==> src/rtl/cpu_defs.sv <==
// rtl/cpu_defs.sv - shared CPU definitions: memory map, opcodes, ROM image, region decode
package cpu_defs;

  localparam logic [7:0] ROM_BASE = 8'h00;
  localparam logic [7:0] RAM_BASE = 8'h80;
  localparam logic [7:0] OUT_BASE = 8'hE0;
  localparam logic [7:0] IN_BASE  = 8'hF0;

  localparam int ROM_BYTES = 128;
  localparam int RAM_BYTES = 96;
  localparam int NUM_PORTS = 16;

  localparam logic [7:0] OP_NOP = 8'h00;
  localparam logic [7:0] OP_LDA = 8'h10;
  localparam logic [7:0] OP_LDB = 8'h20;
  localparam logic [7:0] OP_STA = 8'h30;
  localparam logic [7:0] OP_ADD = 8'h40;
  localparam logic [7:0] OP_SUB = 8'h50;
  localparam logic [7:0] OP_JMP = 8'h60;
  localparam logic [7:0] OP_JZ  = 8'h70;
  localparam logic [7:0] OP_IN  = 8'hA0;
  localparam logic [7:0] OP_OUT = 8'hB0;
  localparam logic [7:0] OP_HLT = 8'hFF;

  // Byte k of the image lives at bits [8k+7:8k]: LDA 0x5A, then a marker byte at 0x05.
  localparam logic [ROM_BYTES*8-1:0] DEFAULT_ROM_IMAGE =
    {976'h0, 8'h3E, 8'h00, 8'h00, 8'h00, 8'h5A, OP_LDA};

  typedef enum logic [1:0] {
    REG_ROM = 2'd0,
    REG_RAM = 2'd1,
    REG_OUT = 2'd2,
    REG_IN  = 2'd3
  } region_e;

  function automatic region_e decode_region(input logic [7:0] addr);
    if (addr < RAM_BASE)      return REG_ROM;
    else if (addr < OUT_BASE) return REG_RAM;
    else if (addr < IN_BASE)  return REG_OUT;
    else                      return REG_IN;
  endfunction

endpackage

==> src/rtl/input_port_sync.sv <==
// rtl/input_port_sync.sv - 8-bit multi-flop synchronizer for one asynchronous input port
module input_port_sync #(
  parameter int SYNC_STAGES = 2
) (
  input  logic       clk,
  input  logic       reset,
  input  logic [7:0] d_i,
  output logic [7:0] q_o
);

  logic [SYNC_STAGES-1:0][7:0] sync_q;
  logic [SYNC_STAGES-1:0][7:0] sync_d;

  always_comb begin
    sync_d = {sync_q[SYNC_STAGES-2:0], d_i};
  end

  always_ff @(posedge clk or negedge reset) begin
    if (!reset) begin
      sync_q <= '0;
    end else begin
      sync_q <= sync_d;
    end
  end

  assign q_o = sync_q[SYNC_STAGES-1];

endmodule

==> src/rtl/memory_system.sv <==
// rtl/memory_system.sv - CPU memory responder: ROM, RAM, 16 out ports, 16 synchronized in ports
module memory_system
  import cpu_defs::*;
#(
  parameter logic [ROM_BYTES*8-1:0] ROM_IMAGE   = DEFAULT_ROM_IMAGE,
  parameter int                     SYNC_STAGES = 2
) (
  input  logic         clk,
  input  logic         reset,
  input  logic [7:0]   address,
  input  logic [7:0]   data_in,
  input  logic         write,
  output logic [7:0]   data_out,
  input  logic [127:0] port_in,
  output logic [127:0] port_out,
  output logic         rom_wr_err
);

  region_e                     region;
  logic [6:0]                  ram_idx;
  logic [7:0]                  ram_q [RAM_BYTES];
  logic [NUM_PORTS-1:0][7:0]   port_out_q, port_out_d;
  logic [NUM_PORTS-1:0][7:0]   port_sync;
  logic [7:0]                  data_out_q, data_out_d;
  logic                        rom_wr_err_q, rom_wr_err_d;

  for (genvar k = 0; k < NUM_PORTS; k++) begin : g_in_sync
    input_port_sync #(
      .SYNC_STAGES(SYNC_STAGES)
    ) u_sync (
      .clk  (clk),
      .reset(reset),
      .d_i  (port_in[8*k +: 8]),
      .q_o  (port_sync[k])
    );
  end

  // RAM spans 0x80-0xDF, so the low seven address bits are already the RAM offset.
  assign ram_idx = address[6:0];

  always_comb begin
    region       = decode_region(address);
    data_out_d   = 8'h00;
    port_out_d   = port_out_q;
    rom_wr_err_d = rom_wr_err_q;

    case (region)
      REG_ROM: data_out_d = ROM_IMAGE[{address[6:0], 3'b000} +: 8];
      REG_RAM: data_out_d = ram_q[ram_idx];
      REG_OUT: data_out_d = port_out_q[address[3:0]];
      REG_IN:  data_out_d = port_sync[address[3:0]];
      default: data_out_d = 8'h00;
    endcase

    if (write) begin
      case (region)
        REG_OUT:        port_out_d[address[3:0]] = data_in;
        REG_ROM, REG_IN: rom_wr_err_d = 1'b1;
        default: ;
      endcase
    end
  end

  always_ff @(posedge clk or negedge reset) begin
    if (!reset) begin
      data_out_q   <= 8'h00;
      port_out_q   <= '0;
      rom_wr_err_q <= 1'b0;
    end else begin
      data_out_q   <= data_out_d;
      port_out_q   <= port_out_d;
      rom_wr_err_q <= rom_wr_err_d;
    end
  end

  // RAM contents survive reset; a write landing while reset is held is dropped.
  always_ff @(posedge clk) begin
    if (reset && write && (region == REG_RAM)) begin
      ram_q[ram_idx] <= data_in;
    end
  end

  assign data_out   = data_out_q;
  assign port_out   = port_out_q;
  assign rom_wr_err = rom_wr_err_q;

endmodule

==> config.mk <==
export PLATFORM = sky130hd
export DESIGN_NAME = memory_system
export DESIGN_NICKNAME = d
export VERILOG_FILES = /design/src/rtl/cpu_defs.sv /design/src/rtl/input_port_sync.sv /design/src/rtl/memory_system.sv
export SDC_FILE = /design/constraint.sdc
export NUM_CORES = 1
export LEC_CHECK = 0
export ABC_AREA = 0
export CELL_PAD_IN_SITES_DETAIL_PLACEMENT = 0
export CELL_PAD_IN_SITES_GLOBAL_PLACEMENT = 1
export CORE_ASPECT_RATIO = 1.75
export CORE_UTILIZATION = 51
export DETAILED_ROUTE_END_ITERATION = 6
export MAX_ROUTING_LAYER = met4
export PLACE_DENSITY_LB_ADDON = 0.1
export RECOVER_POWER = 100
export SLEW_MARGIN = 25
export SYNTH_ARGS = -nofsm -noshare
export SYNTH_HDL_FRONTEND = slang
export SYNTH_SLANG_ARGS = --single-unit
==> constraint.sdc <==
create_clock -name clk -period 2.21 [get_ports clk]
set_input_delay 0.3315 -clock clk [delete_from_list [all_inputs] [get_ports clk]]
set_output_delay 0.3315 -clock clk [all_outputs]
set_load 0.02 [all_outputs]
==> impl_metrics.json, run 1 <==
{
  "wl_met1_mm": 42.9,
  "syn_nets": 2340,
  "most-common-layout-cells": "768 x edfxtp_1, 393 x dfrtp_1, 225 x buf_4, 220 x dlygate4sd3_1, 211 x mux4_2",
  "syn_avg_cell_area_sq_um": 20.0,
  "required_ps": 1880,
  "post_cts_buffers": 0,
  "min_path_type": "input port to flip-flop",
  "synth-async-reset-ratio_pct": 33.9,
  "grt_usage_pct": 29.4,
  "finalWorstSetupSlack_ps": 26.5,
  "p_leak_nw": 19.9,
  "overflow": 0,
  "drt-total-wl_mm": 120,
  "yosysWarnings": 0,
  "synth.area.mux_share_pct": 16.9,
  "timing_worst_setup_path_type": "flip-flop to output pin",
  "h-tree-depth": 3,
  "post-route-util_pct": 63.3,
  "floorplan.initialDensity_pct": 51.6,
  "period_minus_slack_ps": 2180,
  "cts_tree": "built",
  "clock-sinks": 1161,
  "worst_pin_slew_ps": 2190,
  "core_area_sq_um": 84700,
  "slew_violations": 208,
  "cp_max_fo": 2,
  "drtAntennaViolNets": 0,
  "outcome": "finished with violations",
  "synth_adder_area_share_pct": 0.114,
  "antenna_found_initial": 7,
  "drc": 0,
  "fillCellCount": 6055,
  "numCtsBuffers": 98,
  "layout_commonest_cell": "edfxtp_1",
  "dr.pass1.iters": 5,
  "wl_per_cell_um": 30.4,
  "grt_max_degree": 176,
  "rr_startpoint": "port_out[82]",
  "relSlewSlack_pct": -45.9,
  "top_layer": "met4",
  "synthFlopType": "edfxtp_1",
  "synth_compound_area_share_pct": 3.24,
  "rows": 141,
  "grt_pass1_wl_mm": 175,
  "violations": "capacitance limit, slew limit",
  "cp.arrival_ps": 1850,
  "clockBufferDepth": 3,
  "power.density_nw_per_um2": 824,
  "skew_ps": 33.8,
  "fin_crit_sh_pct": 98.8,
  "areaGrowthSynthToFinish_pct": 22.6,
  "rsz0062_at_grt": "yes",
  "synth_top_family_by_area": "multiplexers",
  "final-hold-violation-count": 0,
  "start_kind": "flip-flop",
  "gp_congestion": 0.918,
  "dr_wl_met2_mm": 65.5,
  "ys_ff_latch": 1161,
  "synth_edf_count": 768,
  "fp.dieW_um": 223,
  "via_per_inst": 5.86,
  "worstSetupEndpointType": "output pin",
  "ir_drop_v": 0.000731,
  "clk_pin_slew_ps": 60,
  "grt_pass1_vias": 25500,
  "synth_xor_area_share_pct": 0,
  "yosysSeqAreaShare_pct": 75.2,
  "io_buffers": 283,
  "synthSimpleGateAreaFrac_pct": 2.63,
  "synth_area_sq_um": 43700,
  "hpwl_mm": 85.5,
  "pin_count": 284,
  "maxCapViolations": 5,
  "drt_iter0_drc": 1644,
  "startpoint": "port_out[89]",
  "dp_slack_ps": -805,
  "cts-root-buf": "clkbuf_16",
  "die_h_um": 389,
  "hold_start": "port_in[117]",
  "fmax_mhz": 458,
  "insertion_delay_ps": 700,
  "layout-drive-gt1-share_pct": 32.5,
  "synth.distinct_cells": 58,
  "nNetsFinal": 2951,
  "dr_wl_met3_mm": 6.32,
  "synthCells": 2189,
  "die_area_sq_um": 86900,
  "vias": 23200,
  "setup_viol": 0
}
## state kept, by name (all words and copies together), names as in the netlist
signal                   flops
port_out                   128
data_out                     8
rom_wr_err                   1
ram_q                      768
g_in_sync.u_sync.q_o       128
g_in_sync.u_sync.sync_d    128
## Yosys cell counts, types with 3 or more instances
cell         n  area share, %
a32oi_1      3          0.060
o221ai_1    26           0.52
edfxtp_1   768             53
a2111oi_0    3          0.060
mux2_2     150            3.9
mux2i_1     74            1.7
a211oi_1    19           0.33
o22ai_1     22           0.31
buf_1        3          0.026
a31oi_1      4          0.057
mux4_2     211             11
or3_1        6          0.086
clkbuf_1    43           0.37
o211ai_1     3          0.052
o31ai_1      3          0.052
inv_1        3          0.026
o21ai_0     15           0.17
a22oi_1     47           0.81
a21oi_1     19           0.22
buf_6       28           0.72
nor2_1     121            1.0
nor2_2       8           0.11
buf_2       22           0.25
and3_1       4          0.057
nor3_1      15           0.17
dfrtp_1    393             22
nand2_1     54           0.46
mux2_1      17           0.44
ha_1         4           0.11
buf_4       23           0.39
nor2b_1     11           0.16
nand2b_1     7           0.10
a22o_1       6           0.12
a221oi_1    11           0.22
nand3_1     10           0.11
## worst max-delay path: stages (launching register included)
cell	delay [ps]
dfrtp_1	350
buf_2	170
clkdlybuf4s50_1	640
## where the power goes
| part | switching, mW | total, mW | internal, mW |
|---|---|---|---|
| clock network | 7.69 | 16.8 | 9.16 |
| logic | 1.98 | 3.51 | 1.54 |
| registers | 0.194 | 23.8 | 23.6 |
## metrics by stage
step           area, sq um  power, mW  TNS, ps  hold slack [ps]  instances
6_report             53600       44.2        0              184       3955
5_1_grt              53600       45.4    -1070              159       3955
4_1_cts              54000       44.6        0             19.2       3948
3_5_place_dp         50900       27.9  -508390              335       3769
3_3_place_gp         50900       27.8  -512840              332       3769
2_1_floorplan        44100       25.7  -302540             35.9       2189
## final timing paths
path,end,slack [ps],cells past startpoint
max,port_out[89],30,2
min,g_in_sync[14].u_sync.sync_d[13],180,1
max reg2reg,data_out[2],40,7
min reg2reg,g_in_sync[7].u_sync.q_o[3],340,0
max in group asynchronous,g_in_sync[8].u_sync.sync_d[10],250,5
min in group asynchronous,g_in_sync[10].u_sync.q_o[6],300,3
## repair_timing
| action | in CTS | in global routing |
|---|---|---|
| hold buffers | 2 | 0 |
| gates resized for setup | 15 | 32 |
| endpoints found under the hold margin | 28 | 0 |
| pin swaps | 0 | 5 |
| setup endpoints to repair | 26 | 332 |
## final cells by class
type | instances | area, sq um | share of cell area (%)
Timing Repair Buffer | 634 | 5800 | 10.8
Multi-Input combinational cell | 902 | 10400 | 19.5
Antenna cell | 6 | 15.0 | 0.0280
Clock buffer | 132 | 2690 | 5.03
Inverter | 3 | 11.3 | 0.0210
Tap cell | 1072 | 1340 | 2.50
Clock inverter | 45 | 402 | 0.749
Sequential cell | 1161 | 32900 | 61.4
## cell families after synthesis
family | Yosys count
AO/OA/AOI/OAI | 193
adder cells (fa/ha/maj) | 4
buffers and inverters | 126
flip-flops | 1161
multiplexers | 452
AND/OR/NAND/NOR | 253
## layer usage
| metal | vias up | GRT usage (%) |
|---|---|---|
| li1 | 9914 | - |
| met1 | 12200 | 33.2 |
| met2 | 830 | 51.5 |
| met3 | 222 | 4.74 |
| met4 | 0 | 12.9 |
| met5 | - | - |
No activity file was read; power rests on OpenSTA's default activity.
==> run 2, diff against run 1 <==
- CTS_CLUSTER_SIZE: unset -> 12
==> impl_metrics.json, run 2 (synthesis gave the netlist of run 1 again) <==
{
  "outcome": "finished with violations",
  "violations": "capacitance limit, slew limit",
  "slew_violations": 321,
  "grt_pass1_vias": 25700,
  "power.density_nw_per_um2": 823,
  "r2r_cells": 7,
  "fp.dieW_um": 223,
  "antenna_found_initial": 8,
  "design_area_sq_um": 54100,
  "drc": 0,
  "top_register": "ram_q",
  "grt_pass1_wl_mm": 176,
  "rr_startpoint": "ram_q[87][0]",
  "wl_per_cell_um": 30.6,
  "fmax_mhz": 455,
  "dp.cells": 3769,
  "dp_slack_ps": -805,
  "final-hold-violation-count": 0,
  "cts_tree": "built",
  "hpwl_mm": 85.5,
  "required_ps": 2560,
  "layout_commonest_cell": "edfxtp_1",
  "skew_ps": 14.6,
  "clk_pin_slew_ps": 60,
  "power.total_mw": 44.5,
  "rows": 141,
  "drt-total-wl_mm": 121,
  "layout-drive-gt1-share_pct": 33.3,
  "largest_reg_flops": 768,
  "rrSetupSlack_ps": 40,
  "floorplan.initialDensity_pct": 51.6,
  "die_area_sq_um": 86900,
  "drtAntennaViolNets": 0,
  "ir_drop_v": 0.000799,
  "worst_pin_slew_ps": 2400,
  "insertion_delay_ps": 720,
  "numCtsBuffers": 109,
  "setup_viol": 0,
  "hold_start": "port_in[30]",
  "areaGrowthSynthToFinish_pct": 23.8,
  "overflow": 0,
  "startpoint": "address[5]",
  "die_h_um": 389,
  "finalWorstSetupSlack_ps": 11.8,
  "rsz0062_at_grt": "yes",
  "cp_max_fo": 8,
  "grt_usage_pct": 29.6,
  "maxCapViolations": 6,
  "critical_path.endpoint": "ram_q[8][2]",
  "io_buffers": 283,
  "relSlewSlack_pct": -60.0,
  "fin_crit_sh_pct": 99.5,
  "dr.pass1.iters": 5,
  "placed_cell_area_sq_um": 50900,
  "clock-sinks": 1161,
  "core_area_sq_um": 84700,
  "period_minus_slack_ps": 2200,
  "grt_max_degree": 176,
  "fin_hold_ws_ps": 159,
  "pin_count": 284,
  "drt_iter0_drc": 1771,
  "timing_worst_setup_path_type": "input port to flip-flop",
  "h-tree-depth": 3,
  "via_per_inst": 5.92,
  "r2r_end": "data_out[0]",
  "start_kind": "input port",
  "p_leak_nw": 19.8,
  "final_cells": 3952,
  "nNetsFinal": 2963,
  "gp_congestion": 0.918,
  "clockBufferDepth": 3,
  "vias": 23400,
  "cp.arrival_ps": 2550,
  "worstSetupEndpointType": "flip-flop",
  "min_path_type": "input port to flip-flop",
  "most-common-layout-cells": "768 x edfxtp_1, 393 x dfrtp_1, 267 x buf_4, 211 x mux4_2, 150 x mux2_2",
  "cts-root-buf": "clkbuf_16"
}
## run 2: cell types whose count changed in the layout (fill, tap and decap cells not counted), moves of 8 or more
cell | before | now
dlygate4sd3_1 | 220 | 130
clkdlybuf4s50_1 | 45 | 131
buf_4 | 225 | 267
clkbuf_2 | 38 | 11
nor2_1 | 75 | 56
buf_12 | 43 | 59
clkbuf_16 | 98 | 110
clkinv_2 | 13 | 1
nor2_4 | 24 | 35
clkinv_1 | 11 | 3
nor2_2 | 30 | 38
## run 2: metrics by stage
stage	TNS, ps	util, %
after floorplan	-302540	-
after global placement	-512840	60.1
after detailed placement	-508390	60.1
after CTS	0	63.9
after global routing	-3410	63.9
final	0	63.9
## run 2: power breakdown
group | internal [mW] | total [mW] | switching (mW) | leakage (nW)
clock | 9.34 | 17.1 | 7.80 | 1.52
sequential | 23.6 | 23.8 | 0.199 | 11.8
combinational | 1.58 | 3.57 | 1.99 | 6.50
## run 2: worst min path at each step
stage | to | cells after the start
floorplan | data_out[0] | 0
global route | g_in_sync[3].u_sync.sync_d[13] | 1
finish | g_in_sync[3].u_sync.sync_d[14] | 1
CTS | g_in_sync[5].u_sync.sync_d[13] | 1
detailed placement | g_in_sync[0].u_sync.q_o[1] | 0
global placement | g_in_sync[4].u_sync.q_o[1] | 0
## run 2: area by class of cell
| class | count | area, sq um |
|---|---|---|
| Inverter | 3 | 11.3 |
| Sequential cell | 1161 | 32900 |
| Fill cell | 5934 | 30600 |
| Tap cell | 1072 | 1340 |
| Antenna cell | 8 | 20.0 |
| Clock inverter | 11 | 178 |
| Multi-Input combinational cell | 902 | 10600 |
| Timing Repair Buffer | 635 | 6120 |
| Clock buffer | 160 | 2990 |
## run 2: worst max-delay path: stages
cell             delay, ps
clkdlybuf4s50_1        520
nand2_1                190
o21ai_4                 90
inv_2                   70
ha_2                   180
and3_4                 220
nand2_1                120
buf_12                 190
nor2_1                 610
## run 2: routing by layer
metal  share of wire, %  vias to the layer above  global-route usage (%)  routed length, um
met1                 36                    12400                    33.3              43300
met2                 54                      814                    51.4              65400
met5                  0                        -                       -                  0
met3                5.1                      200                    4.87               6200
li1                   -                     9943                       -                  -
met4                4.8                        0                    14.0               5850
## run 2: repair_timing
| item | 4_1_cts | 5_1_grt |
|---|---|---|
| cloned | 0 | 0 |
| endpoints found under the setup margin | 24 | 254 |
| hold buffers | 2 | 0 |
| setup buffers | 0 | 1 |
| hold endpoints to repair | 28 | 0 |
| pin swaps | 0 | 5 |
| gates resized for setup | 17 | 48 |
==> run 3, diff against run 2 <==
- CTS_CLUSTER_SIZE: 12 -> 16
==> impl_metrics.json, run 3 (synthesis gave the netlist of run 1 again) <==
{
  "outcome": "finished with violations",
  "violations": "capacitance limit, slew limit, setup timing",
  "timing_worst_setup_path_type": "flip-flop to flip-flop",
  "grt_usage_pct": 29.5,
  "drtAntennaViolNets": 0,
  "clock-sinks": 1161,
  "rows": 141,
  "die_area_sq_um": 86900,
  "cts-root-buf": "clkbuf_16",
  "most-common-layout-cells": "768 x edfxtp_1, 393 x dfrtp_1, 224 x buf_4, 219 x dlygate4sd3_1, 211 x mux4_2",
  "worst_pin_slew_ps": 2180,
  "gp_congestion": 0.918,
  "post-route-util_pct": 63.3,
  "cpMaxStageDelayCell": "mux4_2",
  "critical_path.max_stage_delay_ps": 510,
  "core_area_sq_um": 84700,
  "worstSetupEndpointType": "flip-flop",
  "via_per_inst": 5.89,
  "slew_violations": 237,
  "clkPwrFrac_pct": 38.3,
  "post_cts_buffers": 0,
  "start_kind": "flip-flop",
  "setup_viol": 1,
  "rsz0062_at_grt": "yes",
  "dp_slack_ps": -805,
  "die_h_um": 389,
  "vias": 23300,
  "insertion_delay_ps": 700,
  "p_int_mw": 34.4,
  "power.switching_mw": 9.88,
  "overflow": 0,
  "p_leak_nw": 19.9,
  "required_ps": 2790,
  "cts_tree": "built",
  "clk_pin_slew_ps": 70,
  "drt_iter0_drc": 1591,
  "p_seq_share_pct": 53.7,
  "hpwl_mm": 85.5,
  "layout-drive-gt1-share_pct": 32.4,
  "floorplan.initialDensity_pct": 51.6,
  "crit_buf_inv": 1,
  "clockBufferDepth": 3,
  "use_met3_pct": 4.76,
  "period_minus_slack_ps": 2220,
  "nNetsFinal": 2951,
  "fin_crit_sh_pct": 101,
  "busiest_layer": "met2",
  "use_met1_pct": 33.2,
  "pin_count": 284,
  "drt-total-wl_mm": 120,
  "cp.arrival_ps": 2800,
  "ir_drop_v": 0.000731,
  "switching_share_pct": 22.3,
  "wl_per_cell_um": 30.5,
  "relSlewSlack_pct": -45.0,
  "grt_pass1_wl_mm": 175,
  "top_register": "ram_q",
  "grt_pass1_vias": 25500,
  "finalWorstSetupSlack_ps": -11.5,
  "fp.dieW_um": 223,
  "numCtsBuffers": 98,
  "cp_top_family": "multiplexers",
  "crit_chain": "mux4_2, o22ai_2, clkbuf_1, nor3_1, or3_4, o21ai_0, a21oi_1",
  "io_buffers": 283,
  "largest_reg_flops": 768,
  "power.density_nw_per_um2": 826,
  "fin_hold_ws_ps": 181,
  "p_comb_share_pct": 7.9,
  "power.total_mw": 44.3,
  "h-tree-depth": 3,
  "skew_ps": 33.9,
  "min_path_type": "input port to flip-flop",
  "maxCapViolations": 5,
  "grt_max_degree": 176,
  "final-hold-violation-count": 0,
  "layout_commonest_cell": "edfxtp_1",
  "cp_max_fo": 3,
  "globalRouteMet2Util_pct": 51.8,
  "fmax_mhz": 450,
  "drc": 0,
  "antenna_found_initial": 7,
  "dr.pass1.iters": 5,
  "areaGrowthSynthToFinish_pct": 22.6
}
[run 3: timing repair]
item / in CTS / in global routing
endpoints found under the setup margin: 26 / 332
hold buffers: 2 / 0
resized for setup: 15 / 32
pin swaps: 0 / 5
endpoints found under the hold margin: 28 / 0
[run 3: through the flow]
step	setup TNS (ps)	cells	area, sq um
detailed placement	-508390	3769	50900
floorplan	-302540	2189	44100
global route	-1800	3955	53600
finish	-11.5	3955	53600
global placement	-512840	3769	50900
CTS	0	3948	54100
[run 3: metal layers]
layer / vias up / wire length, um
li1: 9929 / -
met3: 212 / 6380
met5: - / 0
met1: 12300 / 43100
met2: 812 / 65800
met4: 0 / 5260
[run 3: cell type report]
cell class	instances	area (sq um)
inverters	3	11.3
clock buffers	131	2690
clock inverters	46	428
well taps	1072	1340
multi-input cells	902	10400
fillers	6055	31100
diodes	6	15.0
flip-flops and latches	1161	32900
repair buffers	634	5800
[run 3: path summary, 6_finish.rpt]
kind,startpoint,endpoint,slack (ps),cells past startpoint
max,port_out[93],data_out[5],-10,7
min,port_in[64],g_in_sync[8].u_sync.sync_d[8],180,1
max reg2reg,port_out[93],data_out[5],-10,7
min reg2reg,g_in_sync[2].u_sync.sync_d[13],g_in_sync[2].u_sync.q_o[5],340,0
max in group asynchronous,reset,g_in_sync[8].u_sync.sync_d[10],250,5
min in group asynchronous,reset,g_in_sync[10].u_sync.q_o[6],300,3
[run 3: power groups by stage]
stage / Sequential [mW] / Combinational [mW] / Clock (mW)
final: 23.8 / 3.52 / 17.0
after global routing: 23.8 / 3.69 / 18.0
after CTS: 23.8 / 3.67 / 17.3
after detailed placement: 24.2 / 3.64 / 0
after global placement: 24.2 / 3.60 / 0
after floorplan: 24.4 / 1.32 / 0
